--- src/rtl/uart_pkg.sv ---
// Shared types and helpers for the uart_byte_tx serial transmit stage.
package uart_pkg;

  localparam int DATA_W = 8;

  // Frame phases of the transmitter; PARITY is only reachable when parity is built in.
  typedef enum logic [2:0] {
    IDLE   = 3'd0,
    START  = 3'd1,
    DATA   = 3'd2,
    PARITY = 3'd3,
    STOP   = 3'd4
  } state_t;

  // Ceiling log2 with a floor of 1 bit, used to size the baud counter.
  function automatic int clog2(input int value);
    int w;
    w = 1;
    while ((1 << w) < value) w++;
    return w;
  endfunction

endpackage

--- src/rtl/uart_baud_cnt.sv ---
// Bit-period counter: counts 0..CLKS_PER_BIT-1 and flags the last cycle of each bit.
module uart_baud_cnt
  import uart_pkg::*;
#(
  parameter int CLKS_PER_BIT = 4
) (
  input  logic clk,
  input  logic rstn,
  input  logic clear,
  output logic tc
);

  localparam int             CNT_W = clog2(CLKS_PER_BIT);
  localparam logic [CNT_W-1:0] LAST  = CNT_W'(CLKS_PER_BIT - 1);

  logic [CNT_W-1:0] count;

  // Terminal count marks the final cycle of the current serial bit.
  assign tc = (count == LAST);

  // Free-running bit-period counter, held at zero while cleared.
  always_ff @(posedge clk) begin
    if (!rstn || clear) begin
      count <= '0;
    end else if (tc) begin
      count <= '0;
    end else begin
      count <= count + CNT_W'(1);
    end
  end

endmodule

--- src/rtl/uart_byte_tx.sv ---
// Serial byte transmitter fed by the width-converting FIFO over a valid/enable handshake.
// Frame: start bit, 8 data bits LSB first, optional parity, STOP_BITS stop bits.
// Define UART_BYTE_TX_PARITY_EN to insert a parity bit (sense set by PARITY_ODD).
module uart_byte_tx
  import uart_pkg::*;
#(
  parameter int CLKS_PER_BIT = 4,
  parameter int STOP_BITS    = 1
`ifdef UART_BYTE_TX_PARITY_EN
  ,
  parameter int PARITY_ODD   = 0
`endif
) (
  input  logic              clk,
  input  logic              rstn,
  input  logic              input_valid,
  output logic              input_enable,
  input  logic [DATA_W-1:0] data_in,
  output logic              tx,
  output logic              busy
);

  localparam logic [2:0] LAST_BIT  = 3'd7;
  localparam logic [2:0] STOP_LAST = 3'(STOP_BITS - 1);

  state_t            state;
  logic [2:0]        bit_cnt;
  logic [DATA_W-1:0] shift;
  logic              accept;
  logic              bit_end;
`ifdef UART_BYTE_TX_PARITY_EN
  localparam logic   ODD = 1'(PARITY_ODD);
  logic              parity_bit;
`endif

  assign input_enable = (state == IDLE) && rstn;
  assign accept       = input_valid && input_enable;

  // Counter is parked at zero in IDLE so every frame starts on a fresh bit period.
  uart_baud_cnt #(
    .CLKS_PER_BIT(CLKS_PER_BIT)
  ) u_baud (
    .clk  (clk),
    .rstn (rstn),
    .clear(state == IDLE),
    .tc   (bit_end)
  );

  // Frame sequencer; tx and busy are registered together with the state.
  always_ff @(posedge clk) begin
    if (!rstn) begin
      state   <= IDLE;
      tx      <= 1'b1;
      busy    <= 1'b0;
      bit_cnt <= '0;
      shift   <= '0;
`ifdef UART_BYTE_TX_PARITY_EN
      parity_bit <= 1'b0;
`endif
    end else begin
      case (state)
        IDLE: begin
          tx <= 1'b1;
          if (accept) begin
            shift <= data_in;
            state <= START;
            tx    <= 1'b0;
            busy  <= 1'b1;
`ifdef UART_BYTE_TX_PARITY_EN
            parity_bit <= (^data_in) ^ ODD;
`endif
          end
        end
        START: begin
          if (bit_end) begin
            state   <= DATA;
            bit_cnt <= '0;
            tx      <= shift[0];
          end
        end
        DATA: begin
          if (bit_end) begin
            if (bit_cnt == LAST_BIT) begin
              bit_cnt <= '0;
`ifdef UART_BYTE_TX_PARITY_EN
              state   <= PARITY;
              tx      <= parity_bit;
`else
              state   <= STOP;
              tx      <= 1'b1;
`endif
            end else begin
              shift   <= shift >> 1;
              tx      <= shift[1];
              bit_cnt <= bit_cnt + 3'd1;
            end
          end
        end
`ifdef UART_BYTE_TX_PARITY_EN
        PARITY: begin
          if (bit_end) begin
            state   <= STOP;
            tx      <= 1'b1;
            bit_cnt <= '0;
          end
        end
`endif
        STOP: begin
          tx <= 1'b1;
          if (bit_end) begin
            if (bit_cnt == STOP_LAST) begin
              state   <= IDLE;
              busy    <= 1'b0;
              bit_cnt <= '0;
            end else begin
              bit_cnt <= bit_cnt + 3'd1;
            end
          end
        end
        default: begin
          state   <= IDLE;
          tx      <= 1'b1;
          busy    <= 1'b0;
          bit_cnt <= '0;
        end
      endcase
    end
  end

endmodule
--- config.mk ---
export PLATFORM = sky130hd
export DESIGN_NAME = uart_byte_tx
export DESIGN_NICKNAME = d
export VERILOG_FILES = /design/src/rtl/uart_pkg.sv /design/src/rtl/uart_baud_cnt.sv /design/src/rtl/uart_byte_tx.sv
export SDC_FILE = /design/constraint.sdc
export NUM_CORES = 1
export LEC_CHECK = 0
export ABC_AREA = 1
export CELL_PAD_IN_SITES_DETAIL_PLACEMENT = 0
export CELL_PAD_IN_SITES_GLOBAL_PLACEMENT = 2
export CORE_UTILIZATION = 31
export DETAILED_ROUTE_END_ITERATION = 10
export GPL_TIMING_DRIVEN = 0
export PLACE_DENSITY = 0.88
export SYNTH_ARGS = -nofsm -noshare
export SYNTH_HDL_FRONTEND = slang
export SYNTH_SLANG_ARGS = --single-unit
export TNS_END_PERCENT = 100
--- constraint.sdc ---
create_clock -name clk -period 1.8 [get_ports clk]
set_input_delay 0.27 -clock clk [delete_from_list [all_inputs] [get_ports clk]]
set_output_delay 0.27 -clock clk [all_outputs]
set_load 0.02 [all_outputs]
**Word-level counts from Yosys, hierarchy flattened**

Index checks and enable logic that the tools add are counted.

- Bits of input ports: 11
- Word-level logic and storage cells: 62
- Register bits: 18
- Output and inout port bits: 3

- Add/subtract/negate cells: 2
- Equal/unequal tests: 12
- Multiplexer cells: 26
- Reductions and logical operators: 14
- Bitwise operators: 2

Operators by type and width:

| operator | number |
|---|---|
| 2-to-1 mux 3 bit | 11 |
| 2-to-1 mux 8 bit | 3 |
| case mux 3 bit (4 select lines) | 2 |
| case mux 8 bit (2 select lines) | 1 |
| != test 2 bit, second input constant | 7 |
| AND reduction 4 bit | 3 |
| 2-to-1 mux 1 bit | 7 |
| equality test 3 bit, second input constant | 2 |
| zero test 3 bit | 2 |
| case mux 1 bit (3 select lines) | 2 |
| AND reduction 6 bit | 1 |
| OR reduction 2 bit | 2 |
| adder 3 x 1 -> 3 bit, second input constant | 1 |
| equality test 3 x 1 -> 1 bit, second input constant | 1 |
| equality test 3 x 2 -> 1 bit, second input constant | 1 |
| adder 2 x 1 -> 2 bit, second input constant | 1 |
| equality test 2 bit, second input constant | 1 |
| logical AND 1 bit | 2 |
| inverter 1 bit | 2 |
| AND reduction 2 bit | 1 |
| nonzero test 2 bit | 1 |
| zero test 1 bit | 1 |
| logical OR 1 bit | 1 |

**Depth between registers and ports, before layout**

- Depth in word-level cells: 5
- Mapped depth: 10
- Gate-level depth less buffers: 10

**Modules after synthesis**

A second synthesis with hierarchy kept.

- Cell total of the unflattened synthesis: 143
- Area, all modules: 1004.7 sq um

By module, submodules not included:

| module | area each (sq um) | cells an instance | times used | seq. area each (sq um) |
|---|---|---|---|---|
| uart_byte_tx | 923.4 | 134 | 1 | 320.3 |
| uart_baud_cnt | 81.3 | 9 | 1 | 40.0 |

**Worst setup path before layout**

OpenSTA, ideal clock, no wires.

- Path kind: reg-to-reg
- Start point: register state[2]
- End point: register shift[0]
- Setup slack: 541 ps
- Required time: 1684 ps
- Setup time: 116 ps
- Buffers on the path: 0
- Stages on the path, launching flop included: 9
- Data arrival time: 1143 ps
- Clock period less this slack: 1259 ps
- Path through: dfxtp_1 > nor2_4 > nand2_2 > nor2_4 > nand2_4 > nand2_4 > inv_4 > nor2_1 > nor2_1

- Cells in the longest elaborated chain, start to end: 5
- Elaborated cells between the ends (all ways): 10
- Those cells by class: eq/ne: 4; mux: 1; reduce/logical: 5

Ends and longest elaborated chain:

| item | line | text |
|---|---|---|
| from (decl) | uart_byte_tx.sv:26 | `state_t state;` |
| from (signal assigned) | uart_byte_tx.sv:52 | `state <= IDLE;` |
| from (signal assigned) | uart_byte_tx.sv:66 | `state <= START;` |
| from (signal assigned) | uart_byte_tx.sv:76 | `state <= DATA;` |
| zero test 3 bit | uart_byte_tx.sv:36 | `assign input_enable = (state == IDLE) && rstn;` |
| logical AND 1 bit | uart_byte_tx.sv:36 |  |
| named net input_enable | uart_byte_tx.sv:17 | `output logic input_enable,` |
| logical AND 1 bit | uart_byte_tx.sv:37 | `assign accept = input_valid && input_enable;` |
| != test 2 bit (no line) | n/a |  |
| AND reduction 4 bit (no line) | n/a |  |
| to (signal assigned) | uart_byte_tx.sv:65 | `shift <= data_in;` |
| to (signal assigned) | uart_byte_tx.sv:93 | `shift <= shift >> 1;` |
| to (decl) | uart_byte_tx.sv:28 | `logic [DATA_W-1:0] shift;` |

The timed path passes the listed nets, and every way through them passes these cells.
A chain may end at the register's enable or synchronous reset.

**Worst setup path in the final report**

- Start point: input rstn
- End point: output input_enable

- Cells in the longest elaborated chain, start to end: 1

Ends and longest elaborated chain:

| item | line | text |
|---|---|---|
| from (decl) | uart_byte_tx.sv:15 | `input logic rstn,` |
| logical AND 1 bit | uart_byte_tx.sv:36 |  |
| to (decl) | uart_byte_tx.sv:17 |  |

No other way between the ends.

==> key figures <==
Detailed routing
  • Vias per cell: roughly 4.5
  • Routed WL per cell: between 10 and 15 um
  • Post-Route WL: between 2000 and 2500 um
  • Initial drt markers: 43
  • DRC viols: 0
  • Final antenna-violating net count: 0
  • Pre-antenna DRT Iters: 4
  • Via count: 975

Logic synthesis
  • Synth top area cells: dfxtp_1, nand2_1, nor2_1, nand3_1, inv_1
  • FF+latch count, synth: 18
  • Cells after synthesis: 157
  • Yosys cell types: 23
  • Top cell type's share of synthesized area: 34.12%
  • Warnings from Yosys: 0
  • Synthesized Nets: roughly 170
  • Register area share after synthesis: approximately 34%
  • Avg Cell Area, Syn: 6.726 um^2
  • Synthesized cell area: 0.001056 mm^2
  • Yosys top cell by area: dfxtp_1

Run
  • Number of max-cap violations: 0

Floorplanning
  • Number of placement rows: 20
  • Core area: 0.003153 mm^2
  • Die Area: between 0.003 and 0.004 mm^2
  • Width of the die: between 60 and 70 um
  • # IOs: 14
  • Initial core utilization: 33.49%
  • Die Ht: 60.37 um

Critical path
  • Worst setup SP type: input pin
  • CP Data Required Time: 1.53 ns
  • WP data arrival: 1.46 ns
  • Critical path's slowest cell: clkdlybuf4s50_1
  • Max incr delay on CP: around 0.58 ns
  • CP Max Fanout: 6
  • CP Capture Type: output port
  • Crit Path Class: input pin to output port
  • CP Cell Sequence: clkdlybuf4s50_1, inv_2, nor2_4, clkdlybuf4s15_1

Pwr
  • Leak pwr: between 0.6 and 0.7 nW
  • Clk pwr share: 15.2%
  • Switch Pwr: 0.7583 mW
  • Max rail drop VDD: 0.4774 mV
  • Internal: 0.9664 mW
  • Sequential share of power: 33.6%
  • Gate power share: 51.2%
  • Pwr/cell area: 1350 mW/mm^2
  • Switching Fraction: 43.97%

Timing
  • Fmax achieved: 578.4 MHz
  • Worst slew pin tran: 0.2838 ns
  • Max-slew violation count: 0
  • Hold Fails Final Rpt: 0
  • Final Skew: roughly 0.0028 ns
  • Tcrit/Tclk final: roughly 96%
  • RSZ-0062 raised after global routing: false
  • Final setup fails: 0
  • Final Worst Setup Slack: 0.07113 ns
  • Minimum clock period after layout: 1.729 ns
  • Slew HR: 81.06%
  • Worst hold slack: roughly 0.43 ns

Clocking
  • Clk sinks: 18
  • CTS clock-pin slew for the worst setup and hold paths: 0.11 ns
  • CTS max path bufs: 2
  • Postcts setup bufs: 0
  • Post-CTS Hold Fix Bufs: 0
  • H-tree depth: 1
  • TritonCTS buffer count: 3
  • CTS tree: yes
  • # resized after CTS: 2
  • CTS root buffer: clkbuf_4
  • Clock Latency Late Sink: 0.30 ns

GRT
  • Layer with the highest usage: met2
  • Vias in the first global route: 903
  • Total gr overflow: 0
  • First-pass GRT wire length: 3939 um
  • Largest net degree at the start of global routing: 11
  • Global Route met2 Usage: 22.61%
  • GR Util met1: roughly a fifth
  • M3 GR Usage: 3.838%
  • GRT Overall Usage: 14.77%
  • Antenna violations before repair: 0

Place
  • Dpl ws: -0.2853 ns
  • HPWL after DPL: roughly 1800 um
  • Placed Instance Area: 0.001241 mm^2
  • Port Buf Inserts: 13
  • Inst Count DP: 214
  • Global placer's final weighted congestion: 0.8629

Worst hold path
  • Path category of the worst min-delay check: register to register

Layout
  • Antenna Cells: 0
  • Synth-to-Final Area Change: 20.97%
  • Layout cells sized above 1: 13.22%
  • Area of the multi-input gates: 585.6 um^2
  • Register area: 360.3 um^2
  • Fillcell total: 357
  • Net count, final: 190
  • Fin cells: ~220
  • Design Area, Final: 0.001277 mm^2

Run status
  • Outcome: complete, no violations
area by class of cell:
| cell class | instances | area share [%] |
|---|---|---|
| Multi-Input combinational cell | 114 | 45.84 |
| Sequential cell | 18 | 28.21 |
| Timing Repair Buffer | 13 | 10.19 |
| Inverter | 23 | 6.954 |
| Tap cell | 44 | 4.309 |
| Clock buffer | 4 | 2.840 |
| Buffer | 2 | 1.665 |
cells by family after synthesis:
group                    Yosys count  share of synthesized area [%]
AND/OR/NAND/NOR                   91                          40.88
buffers and inverters             25                          10.43
AO/OA/AOI/OAI                     19                          9.835
flip-flops                        18                          34.12
adder cells (fa/ha/maj)            4                          4.740
Yosys cell counts (all sizes together):
cell type	count
inv	23
buf	1
o211ai	1
nand3b	1
clkbuf	1
dfxtp	18
o21bai	1
nand2	47
nor2	25
o21ai	11
ha	4
a21oi	6
nand4	1
nand3	17
placed cells by master, fill, tap and decap left out:
cell type	instances
nor2_1	22
inv_4	1
ha_1	4
dfxtp_1	18
nor2_4	2
clkdlybuf4s15_1	1
o21ai_2	1
nand3_4	1
buf_4	1
nand3_1	16
nand3b_1	1
clkbuf_4	3
nand2_4	3
clkdlybuf4s50_1	12
a21oi_1	6
inv_2	4
nand4_1	1
o211ai_1	1
clkbuf_8	2
nand2_1	40
o21ai_0	8
inv_1	18
nand2_2	4
o21ai_1	2
nor2_2	1
o21bai_1	1
power by group through the flow:
stage	clock (mW)	combinational (mW)	sequential, mW
2_1_floorplan	0	0.653	0.600
6_report	0.262	0.883	0.580
4_1_cts	0.275	0.893	0.580
3_3_place_gp	0	0.883	0.584
3_5_place_dp	0	0.893	0.589
5_1_grt	0.288	1.00	0.592
layer usage:
layer | up-vias | part of all wire, %
li1 | 526 | -
met1 | 426 | 48
met2 | 18 | 46
met3 | 5 | 4.7
met4 | 0 | 1.2
met5 | - | 0
per-stage QoR:
step,TNS (ns),utilization [%],power (mW)
detailed placement,-0.2853,39.37,1.482
finish,0,40.52,1.725
CTS,0,40.52,1.748
floorplan,0,-,1.253
global route,0,40.52,1.882
global placement,-0.3216,39.37,1.467
worst max-delay path: cells and delay by family:
family	cells	cell delay [ns]
buffers and inverters	3	1.03
AND/OR/NAND/NOR	1	0.16
flip-flops by register name (all words and copies together), names as in the netlist:
register      count
bit_cnt           3
shift             8
state             3
busy              1
tx                1
u_baud.count      2
path summary, 6_finish.rpt:
kind	startpoint	to	slack, ns	cells after the start
hold / removal	u_baud.count[0]$_SDFF_PP0_	u_baud.count[0]$_SDFF_PP0_	0.43	1
setup reg to reg	bit_cnt[0]$_SDFFE_PN0P_	state[1]$_SDFFE_PN0P_	0.40	10
setup / recovery	rstn	input_enable	0.07	4
hold reg to reg	u_baud.count[0]$_SDFF_PP0_	u_baud.count[0]$_SDFF_PP0_	0.43	1
No activity file was read; power rests on OpenSTA's default activity.
